==> src/rtl/nl_vc_credit_tracker.sv <==
// -----------------------------------------------------------------------------
// nl_vc_credit_tracker
//   Credit tracker for one router output port, with one credit counter per
//   downstream VC. Each counter starts at BUF_LEN. It decrements when a flit
//   is sent on that VC and increments by credit_num_i when credits come back.
//   The block also keeps a starvation watchdog per VC and sticky protocol-error
//   flags. Every output is decoded from registered state only.
//
// Ports
//   clk_i           rising-edge clock
//   rst_i           synchronous reset, active-high
//   flit_valid_i    a flit is sent on this output this cycle
//   flit_vc_i       VC index of the sent flit
//   credit_valid_i  credits are returned from downstream this cycle
//   credit_vc_i     VC index of the returned credits
//   credit_num_i    number of credits returned (0 = no-op)
//   err_clr_i       clears starve_o and the err_* sticky flags
//   vc_credits_o    credit count per VC; VC v is in bits [v*CW +: CW]
//   vc_blocked_o    credits[v] == 0
//   vc_almost_o     credits[v] <= ALMOST_TH
//   vc_empty_o      credits[v] == BUF_LEN (downstream buffer drained)
//   starve_o        sticky: VC v held zero credits for TIMEOUT cycles
//   err_underflow_o sticky: a flit was sent with no credit available
//   err_overflow_o  sticky: a credit return would exceed BUF_LEN
//   err_badvc_o     sticky: a valid event carried a VC index >= NV
// -----------------------------------------------------------------------------
module nl_vc_credit_tracker #(
   parameter int NV        = 2,
   parameter int BUF_LEN   = 4,
   parameter int MAX_RET   = 1,
   parameter int ALMOST_TH = 1,
   parameter int TIMEOUT   = 1024,
   localparam int VW = (NV > 1) ? $clog2(NV) : 1,
   localparam int CW = $clog2(BUF_LEN + 1),
   localparam int RW = $clog2(MAX_RET + 1),
   localparam int TW = (TIMEOUT > 0) ? $clog2(TIMEOUT + 1) : 1
) (
   input  logic             clk_i,
   input  logic             rst_i,
   input  logic             flit_valid_i,
   input  logic [VW-1:0]    flit_vc_i,
   input  logic             credit_valid_i,
   input  logic [VW-1:0]    credit_vc_i,
   input  logic [RW-1:0]    credit_num_i,
   input  logic             err_clr_i,
   output logic [NV*CW-1:0] vc_credits_o,
   output logic [NV-1:0]    vc_blocked_o,
   output logic [NV-1:0]    vc_almost_o,
   output logic [NV-1:0]    vc_empty_o,
   output logic [NV-1:0]    starve_o,
   output logic             err_underflow_o,
   output logic             err_overflow_o,
   output logic             err_badvc_o
);

   // One sign bit above the largest possible credits + return.
   localparam int SW = CW + RW + 1;
   // NV needs one more bit than VW when NV is a power of two.
   localparam logic [VW:0] NV_W = (VW + 1)'(NV);

   logic [NV-1:0] underflow_v;
   logic [NV-1:0] overflow_v;

   for (genvar v = 0; v < NV; v++) begin : g_vc
      logic          snd;
      logic [RW-1:0] ret;
      logic [SW-1:0] sum;
      logic [CW-1:0] credits_d;
      logic [CW-1:0] credits_q;

      // An out-of-range index never equals v, so a bad event is dropped here.
      assign snd = flit_valid_i && (flit_vc_i == VW'(v));
      assign ret = (credit_valid_i && (credit_vc_i == VW'(v))) ? credit_num_i : '0;

      // A send and a return on the same VC net out in one addition.
      assign sum            = SW'(credits_q) + SW'(ret) - SW'(snd);
      assign underflow_v[v] = sum[SW-1];
      assign overflow_v[v]  = !sum[SW-1] && (sum > SW'(BUF_LEN));

      // NOTE: every path assigns credits_d, so this comb block cannot infer a latch.
      always_comb begin
         credits_d = sum[CW-1:0];
         if (underflow_v[v]) begin
            credits_d = '0;
         end else if (overflow_v[v]) begin
            credits_d = CW'(BUF_LEN);
         end
      end

      // NOTE: state registers use non-blocking assignments so that every flop
      // samples the values from before the edge.
      always_ff @(posedge clk_i) begin
         if (rst_i) begin
            credits_q <= CW'(BUF_LEN);
         end else begin
            credits_q <= credits_d;
         end
      end

      assign vc_credits_o[v*CW +: CW] = credits_q;
      assign vc_blocked_o[v]          = (credits_q == '0);
      assign vc_almost_o[v]           = (credits_q <= CW'(ALMOST_TH));
      assign vc_empty_o[v]            = (credits_q == CW'(BUF_LEN));

      if (TIMEOUT > 0) begin : g_wd
         logic [TW-1:0] wd_q;
         logic          starve_q;
         logic          reach;

         // reach fires only on the step into TIMEOUT. Once wd_q saturates,
         // an err_clr_i clears starve until the VC recovers and starves again.
         assign reach = (credits_q == '0) && (wd_q == TW'(TIMEOUT - 1));

         always_ff @(posedge clk_i) begin
            if (rst_i) begin
               wd_q     <= '0;
               starve_q <= 1'b0;
            end else begin
               if (credits_q != '0) begin
                  wd_q <= '0;
               end else if (wd_q != TW'(TIMEOUT)) begin
                  wd_q <= wd_q + 1'b1;
               end
               starve_q <= (starve_q && !err_clr_i) || reach;
            end
         end

         assign starve_o[v] = starve_q;
      end else begin : g_no_wd
         assign starve_o[v] = 1'b0;
      end
   end

   logic badvc;
   assign badvc = (flit_valid_i   && ({1'b0, flit_vc_i}   >= NV_W)) ||
                  (credit_valid_i && ({1'b0, credit_vc_i} >= NV_W));

   // Sticky flags: a new error in the same cycle as err_clr_i wins.
   always_ff @(posedge clk_i) begin
      if (rst_i) begin
         err_underflow_o <= 1'b0;
         err_overflow_o  <= 1'b0;
         err_badvc_o     <= 1'b0;
      end else begin
         err_underflow_o <= (err_underflow_o && !err_clr_i) || (|underflow_v);
         err_overflow_o  <= (err_overflow_o  && !err_clr_i) || (|overflow_v);
         err_badvc_o     <= (err_badvc_o     && !err_clr_i) || badvc;
      end
   end

endmodule

==> config.mk <==
export PLATFORM = sky130hd
export DESIGN_NAME = nl_vc_credit_tracker
export DESIGN_NICKNAME = d
export VERILOG_FILES = /design/src/rtl/nl_vc_credit_tracker.sv
export SDC_FILE = /design/constraint.sdc
export NUM_CORES = 1
export LEC_CHECK = 0
export CORE_MARGIN = 4
export CORE_UTILIZATION = 50
export CTS_BUF_LIST = sky130_fd_sc_hd__clkbuf_4
export DETAILED_ROUTE_END_ITERATION = 8
export DONT_BUFFER_PORTS = 1
export SLEW_MARGIN = 25
export SYNTH_ARGS = -nofsm -noshare
export SYNTH_HDL_FRONTEND = slang
export SYNTH_SLANG_ARGS = --single-unit
export TNS_END_PERCENT = 1
==> constraint.sdc <==
create_clock -name clk_i -period 6.61 [get_ports clk_i]
set_input_delay 0.661 -clock clk_i [delete_from_list [all_inputs] [get_ports clk_i]]
set_output_delay 0.661 -clock clk_i [all_outputs]
set_load 0.005 [all_outputs]
==> results_dict.tcl <==
set metrics [dict create \
    status "complete, no violations" \
    finalClockSkew_ps 9.741 \
    place.gp.congestion 0.8655 \
    reg2reg_from "g_vc[1].credits_q[0]$_SDFF_PP0_" \
    grt_overflow 0 \
    synthArstFlopShare_pct 0 \
    fin_crit_sh_pct 38.78 \
    die_x_um 67.80 \
    rsz0062_at_grt "false" \
    nets 234 \
    synth_top_family_by_area "simple AND/OR/NAND/NOR gates" \
    power_frac_seq_pct 45.6 \
    path_cells "inv_1 > ha_1 > inv_1 > ha_1 > inv_1 > fa_1 > nor2b_1 > o21ai_1 > or4b_1 > a21o_1" \
    hold_viol_final 0 \
    die_height_um 67.80 \
    p_sw_share_pct 36.55 \
    drv_slew 0 \
    synthCells 204 \
    switching_power_w 0.0001977 \
    yosys.area_share.simple_pct 26.24 \
    placed_cell_area_um2 1827 \
    pwr-share-comb_pct 35.4 \
    muxShareOfSynthArea_pct 1.120 \
    synth_adder_area_share_pct 13.44 \
    ys.flop_type "dfxtp_1" \
    cp.arrival_ps 2790 \
    htreeDepth 2 \
    detail_route.wl_per_cell_um 12.67 \
    slew-limit-headroom_pct 62.99 \
    antenna_found_initial 0 \
    syn_avg_cell_area_um2 8.765 \
    area.growth.synth_to_final_pct 4.968 \
    cts_hold_buffers 0 \
    grt_pass1_wl_um 5575 \
    dp.cells 247 \
    cp_top_family "adder cells" \
    synth_compound_area_share_pct 6.788 \
    end_kind "flop" \
    via_count 1368 \
    peakVddDrop_uv 159.2 \
    worst_ep_required_time_ps 6840 \
    antenna_cells 0 \
    p_clk_share_pct 19.0 \
    setup_tns_ps 0 \
    critical-path-slowest-cell "fa_1" \
    yosys_warnings 0 \
    timing.critical_path.buf_inv 3 \
    clk-insertion-delay-late_ps 330 \
    cts_resized 0 \
    min_from "rst_i" \
    ant_nets 0 \
    period_minus_slack_ps 2563 \
    coreArea_um2 3390 \
    totalWireLength_um 3231 \
    p_leak_nw 0.7466 \
    vias_per_cell 5.365 \
    fmax_ghz 0.3901 \
    place_hpwl_um 2559 \
    cts_inserted_buffers 5 \
    pwr_density_cell_nw_per_um2 288.2 \
    drive_gt1_share_pct 3.828 \
    post_cts_buffers 0 \
    io_pins 25 \
    cts_max_path_buffers 2 \
    synth_seq_cells 33 \
    startpoint "g_vc[1].credits_q[0]$_SDFF_PP0_" \
    grt_pass1_vias 1335 \
    grt_use_total_pct 15.92 \
    cts-root-buf "clkbuf_4" \
    drtIter0Drc 67 \
    stdcell_area_um2 1877 \
    tightest_slew_ps 549.4 \
    fin_cells 255 \
    row_count 21 \
    synth_edf_count 0 \
    crit_fanout 4 \
    critPathMaxStageDelay_ps 500 \
    criticalPathCategory "flop to flop" \
    start_util_pct 52.75 \
    synth_cell_types 39 \
    setup_slack_ps 4047 \
    cts_tree "built" \
    maxCapViolations 0 \
    syn-cell-area_um2 1788 \
    port_buffers 0 \
    p_int_w 0.0003432 \
    finalSetupViolCount 0 \
    startpoint_type "flop" \
    ys_seq_area_share_pct 36.95 \
    syn_nets 230 \
    crit_top_cell "inv_1" \
    drc 0 \
    grt_start_max_net_pins 11 \
    firstDrtPassIters 4 \
    clock_sinks 33 \
    hp-class "input port to flop" \
    post-place-ws_ps 3722 \
    synth_xor_area_share_pct 9.797 \
    die-area_um2 4597 \
    clk_pin_slew_worst_paths_ps 100 \
]
==> cell usage after synthesis (all sizes together) (4+ instances only) <==
master / number / area (um2)
nor2: 24 / 90.09
nor3: 9 / 45.04
a21o: 4 / 30.03
xor2: 12 / 105.1
dfxtp: 33 / 660.6
nand2: 13 / 48.80
and3: 4 / 25.02
a21oi: 5 / 25.02
xnor2: 8 / 70.07
nand4: 6 / 43.79
nand3: 10 / 50.05
nand2b: 4 / 25.02
ha: 16 / 200.2
inv: 22 / 82.58
==> worst paths after layout <==
| kind | end | slack [ps] | cells after the start |
|---|---|---|---|
| min | err_underflow_o$_SDFF_PP0_ | 380 | 1 |
| max reg2reg | g_vc[1].credits_q[2]$_SDFF_PP1_ | 4050 | 10 |
| min reg2reg | err_overflow_o$_SDFF_PP0_ | 510 | 2 |
| max | g_vc[1].credits_q[2]$_SDFF_PP1_ | 4050 | 10 |
==> per-stage QoR <==
stage                     hold slack, ps  utilization, %  power (W)
after floorplan                    439.6               -  0.0004038
final                              383.3           55.37  0.0005409
after global routing               359.1           55.37  0.0005889
after CTS                          366.1           55.37  0.0005492
after detailed placement           497.9           53.89  0.0004450
after global placement             486.4           53.89  0.0004386
==> registers in the layout (all words and copies together) (netlist names) <==
name / flops
err_badvc_o: 1
err_overflow_o: 1
g_vc.credits_q: 6
g_vc.g_wd.starve_q: 2
g_vc.g_wd.wd_q: 22
err_underflow_o: 1
==> final cells by class <==
type                       count  area (um2)
tap                           46       57.56
inverter                      22       82.58
fill                         333        1513
multi-input combinational    146        1026
clock inverter                 3       12.51
sequential                    33       660.6
clock buffer                   5       37.54
==> layout by cell type, fill, tap and decap left out, types with 3 or more instances in the layout <==
master / Yosys / final
xor2_1: 12 / 12
nor2_1: 24 / 24
clkbuf_4: 0 / 5
nor4_1: 3 / 3
ha_1: 16 / 16
dfxtp_1: 33 / 33
nand2_1: 13 / 13
nand4_1: 5 / 5
a21oi_1: 5 / 5
xnor2_1: 8 / 8
and3_1: 4 / 4
inv_1: 22 / 22
nor4b_1: 3 / 3
nand2b_1: 4 / 4
nand3_1: 10 / 10
a21o_1: 4 / 4
nor3_1: 9 / 9
==> routing by layer <==
metal / GRT usage [%] / vias to the layer above / share of wire (%)
met4: 5.211 / 0 / 1.6
met2: 27.46 / 21 / 48
met3: 4.825 / 6 / 4.9
met5: 0 / - / 0
li1: - / 707 / -
met1: 18.73 / 634 / 46
==> cells by family after synthesis <==
logic type,Yosys count
compound gates,18
xor+xnor,20
fa+ha+maj,18
buf+inv,25
flops,33
mux,2
simple gates,88
==> power groups by stage <==
stage	sequential (W)	combinational, W	clock [W]
finish	0.000247	0.000192	0.000103
global placement	0.000252	0.000187	0
global route	0.000252	0.000218	0.000118
floorplan	0.000244	0.000160	0
CTS	0.000248	0.000193	0.000108
detailed placement	0.000253	0.000192	0
(Power assumes the default switching activity.)
